File: src/rtl/bomb_request.sv
// bomb_request: per-player bomb placement front end.
// Turns button edges into qualified one-cycle placement requests.

module bomb_player #(
  parameter int COOLDOWN = 6,
  parameter int CW = 3
) (
  input  logic        clk,
  input  logic        rst,
  input  logic        btn,
  input  logic [3:0]  x,
  input  logic [3:0]  y,
  input  logic [99:0] occ,
  input  logic        play,
  input  logic        other_v,
  input  logic [3:0]  other_x,
  input  logic [3:0]  other_y,
  input  logic        kill,
  output logic        cand,
  output logic        bomb_v,
  output logic [3:0]  bomb_x,
  output logic [3:0]  bomb_y,
  output logic        ready
);
  typedef enum logic [1:0] {
    IDLE,
    FIRE,
    COOL
  } state_t;

  state_t        state_q;
  state_t        state_d;
  logic [CW-1:0] cnt_q;
  logic [CW-1:0] cnt_d;
  logic          btn_q;
  logic          hit;
  logic          in_range;
  logic          same_prev;
  logic          accept;
  logic [6:0]    idx;

  assign in_range = (x <= 4'd9) && (y <= 4'd9);
  assign idx = 7'(x) * 7'd10 + 7'(y);

  always_comb begin
    hit = 1'b0;
    for (int i = 0; i < 100; i++) begin
      if (idx == 7'(i)) hit = occ[i];
    end
  end

  // the other player's last request is not in the map yet
  assign same_prev = other_v
                  && (other_x == x)
                  && (other_y == y);

  assign cand = btn && !btn_q
             && (state_q == IDLE)
             && play && in_range
             && !hit && !same_prev;

  assign accept = cand && !kill;

  always_comb begin
    state_d = state_q;
    cnt_d   = cnt_q;
    unique case (state_q)
      IDLE: begin
        if (accept) state_d = FIRE;
      end
      FIRE: begin
        state_d = COOL;
        cnt_d   = CW'(COOLDOWN - 1);
      end
      COOL: begin
        if (cnt_q == '0) state_d = IDLE;
        else cnt_d = cnt_q - CW'(1);
      end
      default: begin
        state_d = IDLE;
        cnt_d   = '0;
      end
    endcase
  end

  always_ff @(posedge clk or negedge rst) begin
    if (!rst) begin
      state_q <= IDLE;
      cnt_q   <= '0;
      btn_q   <= 1'b0;
      bomb_x  <= 4'd0;
      bomb_y  <= 4'd0;
    end else begin
      state_q <= state_d;
      cnt_q   <= cnt_d;
      btn_q   <= btn;
      if (accept) begin
        bomb_x <= x;
        bomb_y <= y;
      end
    end
  end

  assign bomb_v = (state_q == FIRE);
  assign ready  = (state_q == IDLE);
endmodule

module bomb_request #(
  parameter int COOLDOWN = 6,
  parameter int CW = 3
) (
  input  logic        bombClk,
  input  logic        rst,
  input  logic        btnA,
  input  logic        btnB,
  input  logic [3:0]  playerAx,
  input  logic [3:0]  playerAy,
  input  logic [3:0]  playerBx,
  input  logic [3:0]  playerBy,
  input  logic [99:0] i_curBombMap_0,
  input  logic [99:0] i_curBombMap_1,
  input  logic [1:0]  game_state,
  output logic        bombA_v,
  output logic [3:0]  bombA_x,
  output logic [3:0]  bombA_y,
  output logic        bombB_v,
  output logic [3:0]  bombB_x,
  output logic [3:0]  bombB_y,
  output logic        readyA,
  output logic        readyB
);
  logic [99:0] occ;
  logic        play;
  logic        cand_a;
  logic        cand_b;
  logic        kill_b;

  assign occ  = i_curBombMap_0 | i_curBombMap_1;
  assign play = (game_state == 2'd0);

  // same cell in the same cycle: A wins
  assign kill_b = cand_a
               && (playerAx == playerBx)
               && (playerAy == playerBy);

  bomb_player #(
    .COOLDOWN(COOLDOWN),
    .CW(CW)
  ) u_a (
    .clk(bombClk),
    .rst(rst),
    .btn(btnA),
    .x(playerAx),
    .y(playerAy),
    .occ(occ),
    .play(play),
    .other_v(bombB_v),
    .other_x(bombB_x),
    .other_y(bombB_y),
    .kill(1'b0),
    .cand(cand_a),
    .bomb_v(bombA_v),
    .bomb_x(bombA_x),
    .bomb_y(bombA_y),
    .ready(readyA)
  );

  bomb_player #(
    .COOLDOWN(COOLDOWN),
    .CW(CW)
  ) u_b (
    .clk(bombClk),
    .rst(rst),
    .btn(btnB),
    .x(playerBx),
    .y(playerBy),
    .occ(occ),
    .play(play),
    .other_v(bombA_v),
    .other_x(bombA_x),
    .other_y(bombA_y),
    .kill(kill_b),
    .cand(cand_b),
    .bomb_v(bombB_v),
    .bomb_x(bombB_x),
    .bomb_y(bombB_y),
    .ready(readyB)
  );
endmodule

File: config.mk
export PLATFORM = sky130hd
export DESIGN_NAME = bomb_request
export DESIGN_NICKNAME = d
export VERILOG_FILES = /design/src/rtl/bomb_request.sv
export SDC_FILE = /design/constraint.sdc
export NUM_CORES = 1
export LEC_CHECK = 0
export CAP_MARGIN = 20
export CORE_ASPECT_RATIO = 1.5
export CORE_UTILIZATION = 47
export CTS_CLUSTER_SIZE = 16
export DETAILED_ROUTE_END_ITERATION = 6
export PLACE_DENSITY = 0.84
export SLEW_MARGIN = 20
export SYNTH_ARGS = -nofsm -noshare
export SYNTH_HDL_FRONTEND = slang
export SYNTH_HIERARCHICAL = 1
export SYNTH_SLANG_ARGS = --single-unit
File: constraint.sdc
create_clock -name bombClk -period 2.8 [get_ports bombClk]
set_input_delay 0.56 -clock bombClk [delete_from_list [all_inputs] [get_ports bombClk]]
set_output_delay 0.56 -clock bombClk [all_outputs]
set_load 0.05 [all_outputs]
==> metrics.txt, run 1 <==
outcome complete, but fails checks; failing checks design-rule violations, negative setup slack; drt total wl around 33 mm; Fin Hold WS approximately 530 ps; post-synthesis cell area between 0.006 and 0.007 sq mm; final net count between 1500 and 2000; DRT iter0 DRCs approximately 900; Clock Tree Buf Depth 2; worst r2r src u_a/state_q[0]; setup TNS -25460 ps; Setup violations, final 20; Final WS setup -1530 ps; layout cells sized above 1 a little over a third; vias per inst roughly 6.4; cts hold-fix bufs 0; Num CTS Buffers 3; first-pass GRT wire length approximately 49 mm; Max-slew headroom 59.2%; antenna-violating nets left 0; Cell Chain, Critical Path buf_8 > ha_4 > ha_4 > fa_2 > buf_6 > nand3b_1 > a2111oi_4 > o2111ai_2 > buf_4 > o22ai_4 > nor2_2 > a211oi_2 > o21ai_1 > a21o_1 > nand2_2 > nor3_4 > buf_4 > nor3_4 > o21ai_4 > mux2_4; Die Area between 0.01 and 0.015 sq mm; power density cells between 400 and 500 mW/mm^2; # fillers between 800 and 900; Crit path max-delay family compound AO/OA/AOI/OAI gates; port bufs approximately 240; Cells after DPL roughly 1400; Critical R2R Capture u_b/bomb_x[0]; H-tree depth 1; pin count of the biggest net entering global routing 29; GRT Overall Usage about 45%; VDD IR max 0.712 mV; yosys warns 6; Avg WL per Cell roughly 23 um; hold path cells 2; Skew-Pair Late Insertion Delay between 200 and 300 ps; Ant. Diodes 0; RSZ-0062 raised after global routing true; crit path DAT between 4000 and 5000 ps; routability cong. just over 1; fmax approximately 230 MHz; Startpoint Class input port; cell leakage power 4.75 nW; hold wc startpoint u_b/cnt_q[2]; CP Data Required Time roughly 3000 ps; worst-margin pin slew about 600 ps; Initial Utilization 48.1%; Crit Path Class input port to flop; Final Skew ~1.6 ps; grt ovf 0; CTS tree yes; Rows 52; Fin. Hold Viols 0; # IOs 242; max cap viols 0; Worst Hold Class flop to flop; CP max-delay cell fa_2; initial antenna violation count 0; hold endpoint u_b/cnt_q[2]; clk sinks 28; DRC 27; CP max FO 9; Post-Syn Area per Cell slightly below 8 sq um; Max Slew Vio Count 0; clock-pin slew on the worst setup and hold paths 70 ps; CP Capture Type flop; Final HPWL DP between 20 and 30 mm; number of global-route vias before repair 9278; reg2reg setup slack -230 ps; Buf/Inv on CP 4; Layout Cells excl Fill 1437; core area between 0.01 and 0.015 sq mm; period utilization 154%; DR vias between 9000 and 10000; Die H between 100 and 150 um; Largest stage delay, worst path approximately 460 ps; Root Buffer clkbuf_16; Die W roughly 100 um; Tmin final 4330 ps; Cells after Synth 829; Area growth syn-to-layout 69.5%; Initial DRT Pass Iterations 7; R2R depth 14
## worst min-delay path, cell delays in order, from the launching register on
cell and delay, ps:
dfrtp_1 350, o21ai_0 80, o21ai_0 60
## layout by cell type (no fill, tap or decap), types with 18 or more instances in the layout
cell type and n:
buf_4 241, clkdlybuf4s50_1 233, or2_2 102, a21oi_1 62
nor2_1 44, o21ai_0 40, nand2_1 39, mux2i_1 38
inv_1 29, nand3_1 28, dfrtp_1 28, nand2b_1 20
nor2b_1 19, xor2_1 18
## worst max path at each step
stage | startpoint | cells past startpoint | end
floorplan | playerAx[1] | 17 | u_b/state_q[1]
global placement | playerAx[1] | 18 | u_b/state_q[1]
detailed placement | playerAx[0] | 18 | u_b/state_q[1]
CTS | playerAx[3] | 18 | u_b/state_q[1]
global route | playerAy[3] | 17 | u_b/state_q[1]
finish | playerAx[3] | 20 | u_b/bomb_x[0]
## state kept, by name (all words and copies together) (netlist names)
signal	flops
u_a/cnt_q	3
u_b/bomb_x	4
u_b/bomb_y	4
u_b/state_q	2
u_a/btn_q	1
u_a/bomb_y	4
u_a/state_q	2
u_b/cnt_q	3
u_a/bomb_x	4
u_b/btn_q	1
## report_power, final
| part | switching (mW) | internal, mW | leakage, nW |
|---|---|---|---|
| clock network | 0.147 | 0.220 | 0.0442 |
| logic | 2.14 | 1.87 | 4.34 |
| registers | 0.176 | 0.545 | 0.372 |
| total | 2.47 | 2.63 | 4.75 |
## layout make-up
type | count | area (sq um) | share of cell area (%)
clock buffer | 4 | 88.8 | 0.805
tap | 162 | 203 | 1.84
inverter | 32 | 120 | 1.09
sequential | 28 | 701 | 6.35
timing repair buffer | 493 | 4380 | 39.7
multi-input combinational | 718 | 5550 | 50.3
## metal layers
layer,track usage (%),part of all wire [%]
met2,79.3,48
met5,0,0
met1,44.4,32
met4,39.2,10
met3,8.09,9.5
## through the flow
stage | setup WS (ps) | cell area [sq um] | util [%] | power [mW]
after floorplan | -1390 | 6560 | - | 2.79
after CTS | -1450 | 11000 | 81.1 | 4.92
after global placement | -2110 | 10700 | 79.1 | 4.36
after detailed placement | -2290 | 10700 | 79.1 | 4.44
final | -1530 | 11000 | 81.6 | 5.10
after global routing | -1670 | 11000 | 81.6 | 5.27
## timing repair
action	in CTS	in global routing
buffers inserted	10	2
cloned	1	0
resized for setup	45	12
pin swaps	17	11
setup endpoints to repair	20	20
Power figures use the tool's default switching activity.
==> inputs of run 2 (changes only) <==
--- a/config.mk
+++ b/config.mk
@@ -5,11 +5,13 @@
 export SDC_FILE = /design/constraint.sdc
 export NUM_CORES = 1
 export LEC_CHECK = 0
+export ABC_AREA = 1
 export CAP_MARGIN = 20
 export CORE_ASPECT_RATIO = 1.5
-export CORE_UTILIZATION = 47
+export CORE_UTILIZATION = 45
 export CTS_CLUSTER_SIZE = 16
 export DETAILED_ROUTE_END_ITERATION = 6
+export HOLD_SLACK_MARGIN = 0.12
 export PLACE_DENSITY = 0.84
 export SLEW_MARGIN = 20
 export SYNTH_ARGS = -nofsm -noshare
==> metrics.txt, run 2 <==
outcome complete, but fails checks; failing checks negative setup slack; cell leakage power about 4.7 nW; Async SR Flop Fraction 100%; CP max-delay cell fa_2; Die H 140 um; sequential fraction of the synthesis area 12.3%; worst-margin pin slew roughly 720 ps; Power Total ~4.7 mW; CP Capture Type flop; core area approximately 0.012 sq mm; Largest stage delay, worst path ~500 ps; Die W between 90 and 100 um; RSZ-0062 raised after global routing true; Post-Syn Area per Cell 5.91 sq um; Final WS setup -3950 ps; CP Data Required Time around 3000 ps; Fin. Hold Viols 0; Final HPWL DP around 23 mm; CP max FO 6; commonest non-fill, non-tap cells in the layout 230 x clkdlybuf4s50_1, 178 x nand2_1, 168 x inv_1, 166 x buf_4, 124 x nand3_1; Cells after Synth roughly 970; VDD IR max ~0.67 mV; H-tree depth 1; R2R depth 15; drt total wl 29.8 mm; vias per inst between 5 and 6; Rows 50; clock-pin slew on the worst setup and hold paths 70 ps; area leader, netlist nand2_1; Root Buffer clkbuf_16; Num CTS Buffers 3; Avg WL per Cell a little under 20 um; Layout Cells excl Fill about 1500; Setup violations, final 20; pin count of the biggest net entering global routing 29; Initial Utilization 45.9%; number of global-route vias before repair ~8100; CTS tree yes; fmax 148 MHz; Clock Tree Buf Depth 2; Initial DRT Pass Iterations 5; antenna-violating nets left 0; # IOs 242; grt ovf 0; Synth top area share about an eighth; port bufs between 200 and 250; DRT iter0 DRCs roughly 740; Skew-Pair Late Insertion Delay around 280 ps; period utilization 241%; most frequent cells after synthesis 194 x nand2_1, 173 x inv_1, 128 x nand3_1; final net count ~1600; Tmin final 6750 ps; Cells after DPL 1515; first-pass GRT wire length 41.6 mm; commonest non-fill, non-tap cell in the layout clkdlybuf4s50_1; power density cells 474 mW/mm^2; DRC 0; EDFF count, synth 0; Max-slew headroom between 50% and 60%; Final Skew 7.79 ps; top cells by area, synth nand2_1 13%, dfrtp_1 12%, inv_1 11%, nand3_1 11%, or2_2 11%; Max Slew Vio Count 0; hold path cells 2; Worst Hold Class flop to flop; setup TNS -76510 ps; crit path DAT between 6000 and 7000 ps; GRT Overall Usage around two fifths; max cap viols 0; DR vias between 8000 and 9000; post-synthesis cell area 0.00571 sq mm; initial antenna violation count 0; most common cell in the netlist nand2_1; Top cell by count, worst path nand2_1; Crit Path Class input port to flop; yosys warns 6; clk sinks 28; Ant. Diodes 0; Startpoint Class input port; count of cell types in the netlist 48; layout cells sized above 1 29.3%; Placement Setup Slack -4460 ps; Syn Nets about 1200; cell area after layout 0.00997 sq mm; Yosys reg bits 28; Area growth syn-to-layout 74.7%; routability cong. ~1.1; Placed Area 0.00951 sq mm; Die Area between 0.01 and 0.015 sq mm; prevailing post-synth register cell dfrtp_1
==> run 2: metrics by stage <==
stage                     utilization (%)  hold slack (ps)
final                                80.1              521
after global routing                 80.1              542
after CTS                            79.3              511
after detailed placement             76.4              495
after global placement               76.4              487
after floorplan                         -              264
==> run 2: where the power goes <==
| part | internal [mW] | total [mW] | switching (mW) |
|---|---|---|---|
| Combinational | 1.54 | 3.58 | 2.04 |
| Sequential | 0.538 | 0.703 | 0.165 |
| Clock | 0.286 | 0.448 | 0.162 |
==> run 2: timing repair <==
action	CTS	global route
pin swaps	44	61
gates cloned	2	0
buffers inserted	8	4
setup endpoints to repair	20	20
hold buffers	0	0
gates resized for setup	65	22
==> run 2: cells by family (layout without fill, tap and decap cells) <==
family                     Yosys count  in the layout  share of synthesized area, %
and+or+nand+nor                    628            629                          55.4
adders and majority gates           26             26                          6.22
AOI/OAI and AO/OA                   80             80                          10.8
DFF                                 28             28                          12.3
other                                1              1                        0.0657
buffers and inverters              191            601                          13.4
xor gates and xnor gates            12             12                          1.84
==> run 2: final cells by class <==
type                       count  area (sq um)
tap                          156           195
clock inverter                 1          30.0
inverter                     179           677
sequential                    28           701
clock buffer                   3          75.1
fill                         859          2470
timing repair buffer         418          3810
multi-input combinational    748          4480
==> run 2: metal layers <==
metal / up-vias / track usage (%) / routed length, um
met5: - / 0 / 0
li1: 3981 / - / -
met4: 0 / 31.3 / 2890
met2: 675 / 75.6 / 14300
met1: 3844 / 42.0 / 9520
met3: 205 / 7.22 / 3030
==> run 2: worst paths after layout <==
kind                                      from             end  slack (ps)
worst min-delay path            u_b/state_q[0]  u_b/state_q[0]         520
worst max-delay path               playerAx[1]   u_b/bomb_y[0]       -3950
min in group asynchronous                  rst   u_a/bomb_x[1]         660
max in group asynchronous                  rst   u_b/bomb_y[0]        1850
worst min register to register  u_b/state_q[0]  u_b/state_q[0]         520
worst max register to register  u_a/state_q[0]   u_b/bomb_y[0]         -40
==> run 2: worst max-delay path: cells and delay by family <==
| kind | cells | cell delay (ps) |
|---|---|---|
| adder cells (fa/ha/maj) | 3 | 910 |
| AND/OR/NAND/NOR | 57 | 4560 |
| buffers and inverters | 6 | 470 |
| AO/OA/AOI/OAI | 3 | 420 |
